### src/rtl/pipe_stage_reg_pkg.sv
// Shared constants for the inter-stage pipeline registers:
// reset/stall encodings, stall-vector indices, payload widths and NOP values.
package pipe_stage_reg_pkg;

    localparam logic RstEnable  = 1'b1;
    localparam logic RstDisable = 1'b0;
    localparam logic Stop       = 1'b1;
    localparam logic NoStop     = 1'b0;

    localparam int STALL_PC  = 0;
    localparam int STALL_IF  = 1;
    localparam int STALL_ID  = 2;
    localparam int STALL_EX  = 3;
    localparam int STALL_MEM = 4;
    localparam int STALL_WB  = 5;

    localparam logic [7:0]  EXE_NOP_OP   = 8'b0000_0000;
    localparam logic [2:0]  EXE_RES_NOP  = 3'b000;
    localparam logic [4:0]  NOPRegAddr   = 5'b00000;
    localparam logic        WriteDisable = 1'b0;
    localparam logic [31:0] ZeroWord     = 32'h0000_0000;

    // pc + inst
    localparam int IF_ID_W  = 64;
    // alusel + aluop + reg1 + reg2 + wd + wreg
    localparam int ID_EX_W  = 81;
    // wd + wreg + wdata
    localparam int EX_MEM_W = 38;
    localparam int MEM_WB_W = 38;

    localparam logic [IF_ID_W-1:0] IF_ID_NOP = {ZeroWord, ZeroWord};

    localparam logic [ID_EX_W-1:0] ID_EX_NOP =
        {EXE_RES_NOP, EXE_NOP_OP, ZeroWord, ZeroWord,
         NOPRegAddr, WriteDisable};

    localparam logic [EX_MEM_W-1:0] EX_MEM_NOP =
        {NOPRegAddr, WriteDisable, ZeroWord};

    localparam logic [MEM_WB_W-1:0] MEM_WB_NOP =
        {NOPRegAddr, WriteDisable, ZeroWord};

    typedef enum logic [1:0] {
        ACT_LOAD   = 2'd0,
        ACT_BUBBLE = 2'd1,
        ACT_HOLD   = 2'd2,
        ACT_FLUSH  = 2'd3
    } stage_act_e;

    // Flush beats stall; the illegal (up running, down stopped) pattern loads.
    function automatic stage_act_e stage_action(
        input logic flush,
        input logic up_stop,
        input logic dn_stop
    );
        if (flush)
            return ACT_FLUSH;
        else if (up_stop && !dn_stop)
            return ACT_BUBBLE;
        else if (up_stop && dn_stop)
            return ACT_HOLD;
        else
            return ACT_LOAD;
    endfunction

endpackage

### src/rtl/pipe_stage_reg_sat_counter.sv
// Saturating up-counter with synchronous reset and clear.
// Clear wins over a simultaneous increment.
module sat_counter
    import pipe_stage_reg_pkg::*;
#(
    parameter int W = 16
) (
    input  logic         clk,
    input  logic         rst,
    input  logic         clr,
    input  logic         inc,
    output logic [W-1:0] cnt
);

    // Count up to all-ones and stick there until cleared.
    always_ff @(posedge clk) begin
        if (rst == RstEnable)
            cnt <= '0;
        else if (clr)
            cnt <= '0;
        else if (inc && (cnt != {W{1'b1}}))
            cnt <= cnt + 1'b1;
    end

endmodule

### src/rtl/pipe_stage_reg.sv
// Generic pipeline boundary register with hold, bubble, flush,
// valid tracking and saturating bubble/hold/flush counters.
module pipe_stage_reg
    import pipe_stage_reg_pkg::*;
#(
    parameter int                DATA_W  = 81,
    parameter logic [DATA_W-1:0] NOP_VAL = {DATA_W{1'b0}},
    parameter int                STALL_W = 6,
    parameter int                STAGE   = 2,
    parameter int                CNT_W   = 16
) (
    input  logic               clk,
    input  logic               rst,
    input  logic [STALL_W-1:0] stall,
    input  logic               flush,
    input  logic               cnt_clr,
    input  logic [DATA_W-1:0]  in_data,
    input  logic               in_valid,
    output logic [DATA_W-1:0]  out_data,
    output logic               out_valid,
    output logic [CNT_W-1:0]   bubble_cnt,
    output logic [CNT_W-1:0]   hold_cnt,
    output logic [CNT_W-1:0]   flush_cnt
);

    // Clamped so a bad STAGE still elaborates far enough to hit the check.
    localparam int NEXT = (STAGE + 1 < STALL_W) ? STAGE + 1 : STAGE;

    if ((STAGE + 1 >= STALL_W) || (STAGE < 0) || (CNT_W < 1)) begin : g_bad_cfg
        $error("pipe_stage_reg: need 0 <= STAGE < STALL_W-1 and CNT_W >= 1");
    end

    logic       up_stop;
    logic       dn_stop;
    stage_act_e act;

    assign up_stop = (stall[STAGE] == Stop);
    assign dn_stop = (stall[NEXT] == Stop);
    assign act     = stage_action(flush, up_stop, dn_stop);

    // Slot update: reset, flush, bubble, hold or load in priority order.
    always_ff @(posedge clk) begin
        if (rst == RstEnable) begin
            out_data  <= NOP_VAL;
            out_valid <= 1'b0;
        end else begin
            unique case (act)
                ACT_FLUSH, ACT_BUBBLE: begin
                    out_data  <= NOP_VAL;
                    out_valid <= 1'b0;
                end
                ACT_HOLD: begin
                    out_data  <= out_data;
                    out_valid <= out_valid;
                end
                ACT_LOAD: begin
                    out_data  <= in_valid ? in_data : NOP_VAL;
                    out_valid <= in_valid;
                end
            endcase
            // Stall bits are kept monotonic by the controller.
            assert (!(!up_stop && dn_stop))
            else $warning("pipe_stage_reg: non-monotonic stall %b", stall);
        end
    end

    sat_counter #(.W(CNT_W)) u_bubble_cnt (
        .clk (clk),
        .rst (rst),
        .clr (cnt_clr),
        .inc (act == ACT_BUBBLE),
        .cnt (bubble_cnt)
    );

    sat_counter #(.W(CNT_W)) u_hold_cnt (
        .clk (clk),
        .rst (rst),
        .clr (cnt_clr),
        .inc (act == ACT_HOLD),
        .cnt (hold_cnt)
    );

    sat_counter #(.W(CNT_W)) u_flush_cnt (
        .clk (clk),
        .rst (rst),
        .clr (cnt_clr),
        .inc (act == ACT_FLUSH),
        .cnt (flush_cnt)
    );

endmodule

### config.mk
export PLATFORM = sky130hd
export DESIGN_NAME = pipe_stage_reg
export DESIGN_NICKNAME = d
export VERILOG_FILES = /design/src/rtl/pipe_stage_reg_pkg.sv /design/src/rtl/pipe_stage_reg_sat_counter.sv /design/src/rtl/pipe_stage_reg.sv
export SDC_FILE = /design/constraint.sdc
export NUM_CORES = 1
export LEC_CHECK = 0
export CAP_MARGIN = 10
export CELL_PAD_IN_SITES_DETAIL_PLACEMENT = 1
export CELL_PAD_IN_SITES_GLOBAL_PLACEMENT = 1
export CORE_MARGIN = 8
export CORE_UTILIZATION = 31
export CTS_BUF_LIST = sky130_fd_sc_hd__clkbuf_4 sky130_fd_sc_hd__clkbuf_8
export DETAILED_ROUTE_END_ITERATION = 10
export PLACE_DENSITY = 0.82
export SETUP_SLACK_MARGIN = 0.02
export SYNTH_ARGS = -nofsm -noshare
export SYNTH_HDL_FRONTEND = slang
export SYNTH_SLANG_ARGS = --single-unit
export TNS_END_PERCENT = 30
### constraint.sdc
create_clock -name clk -period 2.4 [get_ports clk]
set_input_delay 0.36 -clock clk [delete_from_list [all_inputs] [get_ports clk]]
set_output_delay 0.36 -clock clk [all_outputs]
set_load 0.01 [all_outputs]
==> impl_metrics.tcl <==
set metrics [dict create \
    seq_area_um2 2600 \
    ys_seq_area_share_pct 51.1 \
    cts_sinks 130 \
    antenna_found_initial 0 \
    synth_edf_count 0 \
    synth.distinct_cells 40 \
    cts_tree "yes" \
    cts-htree-levels 4 \
    finClkSkew_ps 6.93 \
    ant_nets 0 \
    cts_root_buffer "clkbuf_8" \
    ir_drop_uv 362 \
    area_growth_pct 59.7 \
    multiInputGateArea_um2 2350 \
    worst-setup-path-type "primary input to flop" \
    r2r_slack_ps 220 \
    hold_viol 0 \
    ys_ff_latch 130 \
    globalplace.congestion 0.808 \
    syn_area_um2 5090 \
    layout-drive-gt1-share_pct 9.20 \
    vias 5509 \
    crit_end "u_bubble_cnt.cnt[10]$_SDFFE_PP0P_" \
    dp_cells 1003 \
    grt_pass1_wl_mm 32.3 \
    worstReg2RegStart "u_bubble_cnt.cnt[0]$_SDFFE_PP0P_" \
    fmax_mhz 445 \
    grt_use_total_pct 19.9 \
    yosysWarnings 0 \
    numCtsBuffers 17 \
    pwr-share-clk_pct 44.3 \
    die_w_um 144 \
    maxCapViolations 0 \
    ctsLongestPathBuffers 2 \
    drt_iter0_drc 183 \
    syn_area_per_cell_um2 8.96 \
    leakagePower_uw 0.00273 \
    synth_cells 568 \
    rows 47 \
    r2r_end "u_bubble_cnt.cnt[10]$_SDFFE_PP0P_" \
    p_per_area_nw_per_um2 570 \
    switchingPower_uw 1130 \
    whs_ps 285 \
    startpoint_type "primary input" \
    io_buffer_count 217 \
    status "finished, final reports clean" \
    hold_class "primary input to flop" \
    grt_overflow 0 \
    setup_viol 0 \
    drc 0 \
    end_kind "flop" \
    ctsHoldBuffers 0 \
    syn-num-nets 663 \
    dr.pass1.iters 4 \
    coreArea_um2 16300 \
    rr_worst_depth 6 \
    ioPinCount 222 \
    ctsResizeCount 1 \
    cp.required_ps 2770 \
    relSlewSlack_pct 40.0 \
    power_frac_seq_pct 47.4 \
    die_height_um 144 \
    postCtsSetupRepairBufs 0 \
    critPathLaunch "flush" \
    critical_path_arrival_ps 2610 \
    hpwlAfterDp_mm 15.1 \
    comb_power_share_pct 8.3 \
    synthFlopType "dfxtp_1" \
    async_flop_share_pct 0 \
    die_area_um2 20800 \
    finalCriticalPeriod_ps 2250 \
    grt_setup_unrepaired "false" \
    fin_nets 897 \
    path_max_fanout 4 \
    fill_cells 1837 \
    finalNonFillerCells 1035 \
    worstMarginPinSlew_ps 900 \
    grt_start_max_net_pins 85 \
    switching_share_pct 24.5 \
    grt_pass1_vias 6047 \
    routed_wirelength_mm 20.8 \
    finalCritPeriodShare_pct 93.6 \
    diodes 0 \
    intPower_uw 3500 \
    avgRoutedWirePerCell_um 20.1 \
    viasPerCell 5.32 \
    path_clk_slew_ps 80 \
    insertion_delay_ps 440 \
    slew_viol_final 0 \
    initial_utilization_pct 31.3 \
]
synthesized netlist by cell type, types with 2 or more instances:
library cell    n  area share [%]
xnor2_1         2            0.34
nand2_1        25             1.8
a41o_1          2            0.39
inv_1           3            0.22
or2_2           2            0.25
nor2_1         95             7.0
o41ai_1         2            0.34
and2_1          2            0.25
a21oi_1        35             3.4
mux2i_1         3            0.59
nand3_1        15             1.5
nor3b_1         3            0.44
a31oi_1         5            0.61
buf_2           2            0.20
o21ai_0        16             1.6
nor3_1          9            0.88
a211oi_1        4            0.59
or3_1          14             1.7
nand4_1        19             2.3
dfxtp_1       130              51
nor4_1          3            0.37
nand3b_1        2            0.29
clkbuf_1       36             2.7
or4_1          17             2.5
and3_1          4            0.49
o31ai_1        16             2.4
ha_1            3            0.74
and4_1          7             1.2
a22oi_1        81              12
metal layers:
metal,track usage (%),routed length [um],up-vias
met5,0,0,-
met1,21.0,8210,2686
met2,33.4,9910,194
met3,10.6,2270,28
met4,6.52,391,0
li1,-,-,2601
worst min path at each step:
stage,startpoint,to,slack [ps],cells after the start
floorplan,u_hold_cnt.cnt[6]$_SDFFE_PP0P_,u_hold_cnt.cnt[6]$_SDFFE_PP0P_,500,1
global placement,out_valid$_SDFFE_PP0P_,out_valid$_SDFFE_PP0P_,470,2
detailed placement,out_valid$_SDFFE_PP0P_,out_valid$_SDFFE_PP0P_,480,2
CTS,rst,u_flush_cnt.cnt[14]$_SDFFE_PP0P_,260,4
global route,rst,u_flush_cnt.cnt[14]$_SDFFE_PP0P_,290,4
finish,rst,u_flush_cnt.cnt[14]$_SDFFE_PP0P_,280,4
stage by stage:
stage | cell area, um^2 | total power, uW | setup TNS, ps | util, % | worst slack (ps)
2_1_floorplan | 5090 | 2370 | 0 | - | 236
3_3_place_gp | 7690 | 2620 | -1080 | 47.2 | -250
3_5_place_dp | 7690 | 2630 | -1740 | 47.2 | -284
4_1_cts | 8130 | 4680 | 0 | 49.9 | 181
5_1_grt | 8130 | 4800 | 0 | 49.9 | 114
6_report | 8130 | 4640 | 0 | 49.9 | 154
final cells by class:
class,count,share of cell area [%]
inverters,3,0.138
clock buffers,19,3.22
clock inverters,13,2.14
repair buffers,253,30.3
well taps,220,3.38
multi-input cells,397,28.8
flip-flops and latches,130,32.0
state kept, by name (all words and copies together), names as in the netlist:
name and cells:
out_data 81, out_valid 1, u_bubble_cnt.cnt 16, u_flush_cnt.cnt 16, u_hold_cnt.cnt 16
worst max-delay path, cell delays in order:
cell and delay, ps:
clkdlybuf4s50_1 500, or3b_1 420, or4_1 590, buf_4 180, or4_1 400, a21oi_1 160
layout by cell type, fill, tap and decap left out, drive strengths merged, types with 2 or more instances in the layout:
master | Yosys | final
a22oi | 81 | 81
a31oi | 5 | 5
ha | 3 | 3
nor2 | 95 | 95
dfxtp | 130 | 130
xnor2 | 2 | 2
o41ai | 2 | 2
or2 | 3 | 3
nor3 | 9 | 9
and4 | 7 | 7
nand3 | 15 | 15
mux2i | 3 | 3
clkbuf | 36 | 19
clkinv | 0 | 3
and3 | 4 | 4
clkinvlp | 0 | 3
nor4 | 3 | 3
or3 | 14 | 14
a211oi | 4 | 4
buf | 2 | 37
o31ai | 16 | 16
a21oi | 35 | 35
nand2 | 25 | 25
and2 | 2 | 2
a41o | 2 | 2
nor3b | 3 | 3
inv | 3 | 7
or4 | 17 | 17
o21ai | 16 | 16
clkdlybuf4s50 | 0 | 216
bufinv | 0 | 3
nand3b | 2 | 2
nand4 | 19 | 19
kinds of logic after synthesis:
| kind of cell | count (synthesis) | synth area share [%] |
|---|---|---|
| AO/OA/AOI/OAI | 168 | 22.4 |
| XOR/XNOR | 3 | 0.516 |
| adder cells (fa/ha/maj) | 3 | 0.737 |
| buffers and inverters | 41 | 3.07 |
| flip-flops | 130 | 51.1 |
| multiplexers | 3 | 0.590 |
| AND/OR/NAND/NOR | 220 | 21.5 |
power groups by stage:
stage / Clock [uW] / Sequential [uW] / Combinational (uW)
finish: 2050 / 2200 / 385
global route: 2190 / 2200 / 411
CTS: 2100 / 2200 / 388
detailed placement: 0 / 2250 / 384
global placement: 0 / 2250 / 373
floorplan: 0 / 2260 / 111
No activity file was read; power rests on OpenSTA's default activity.
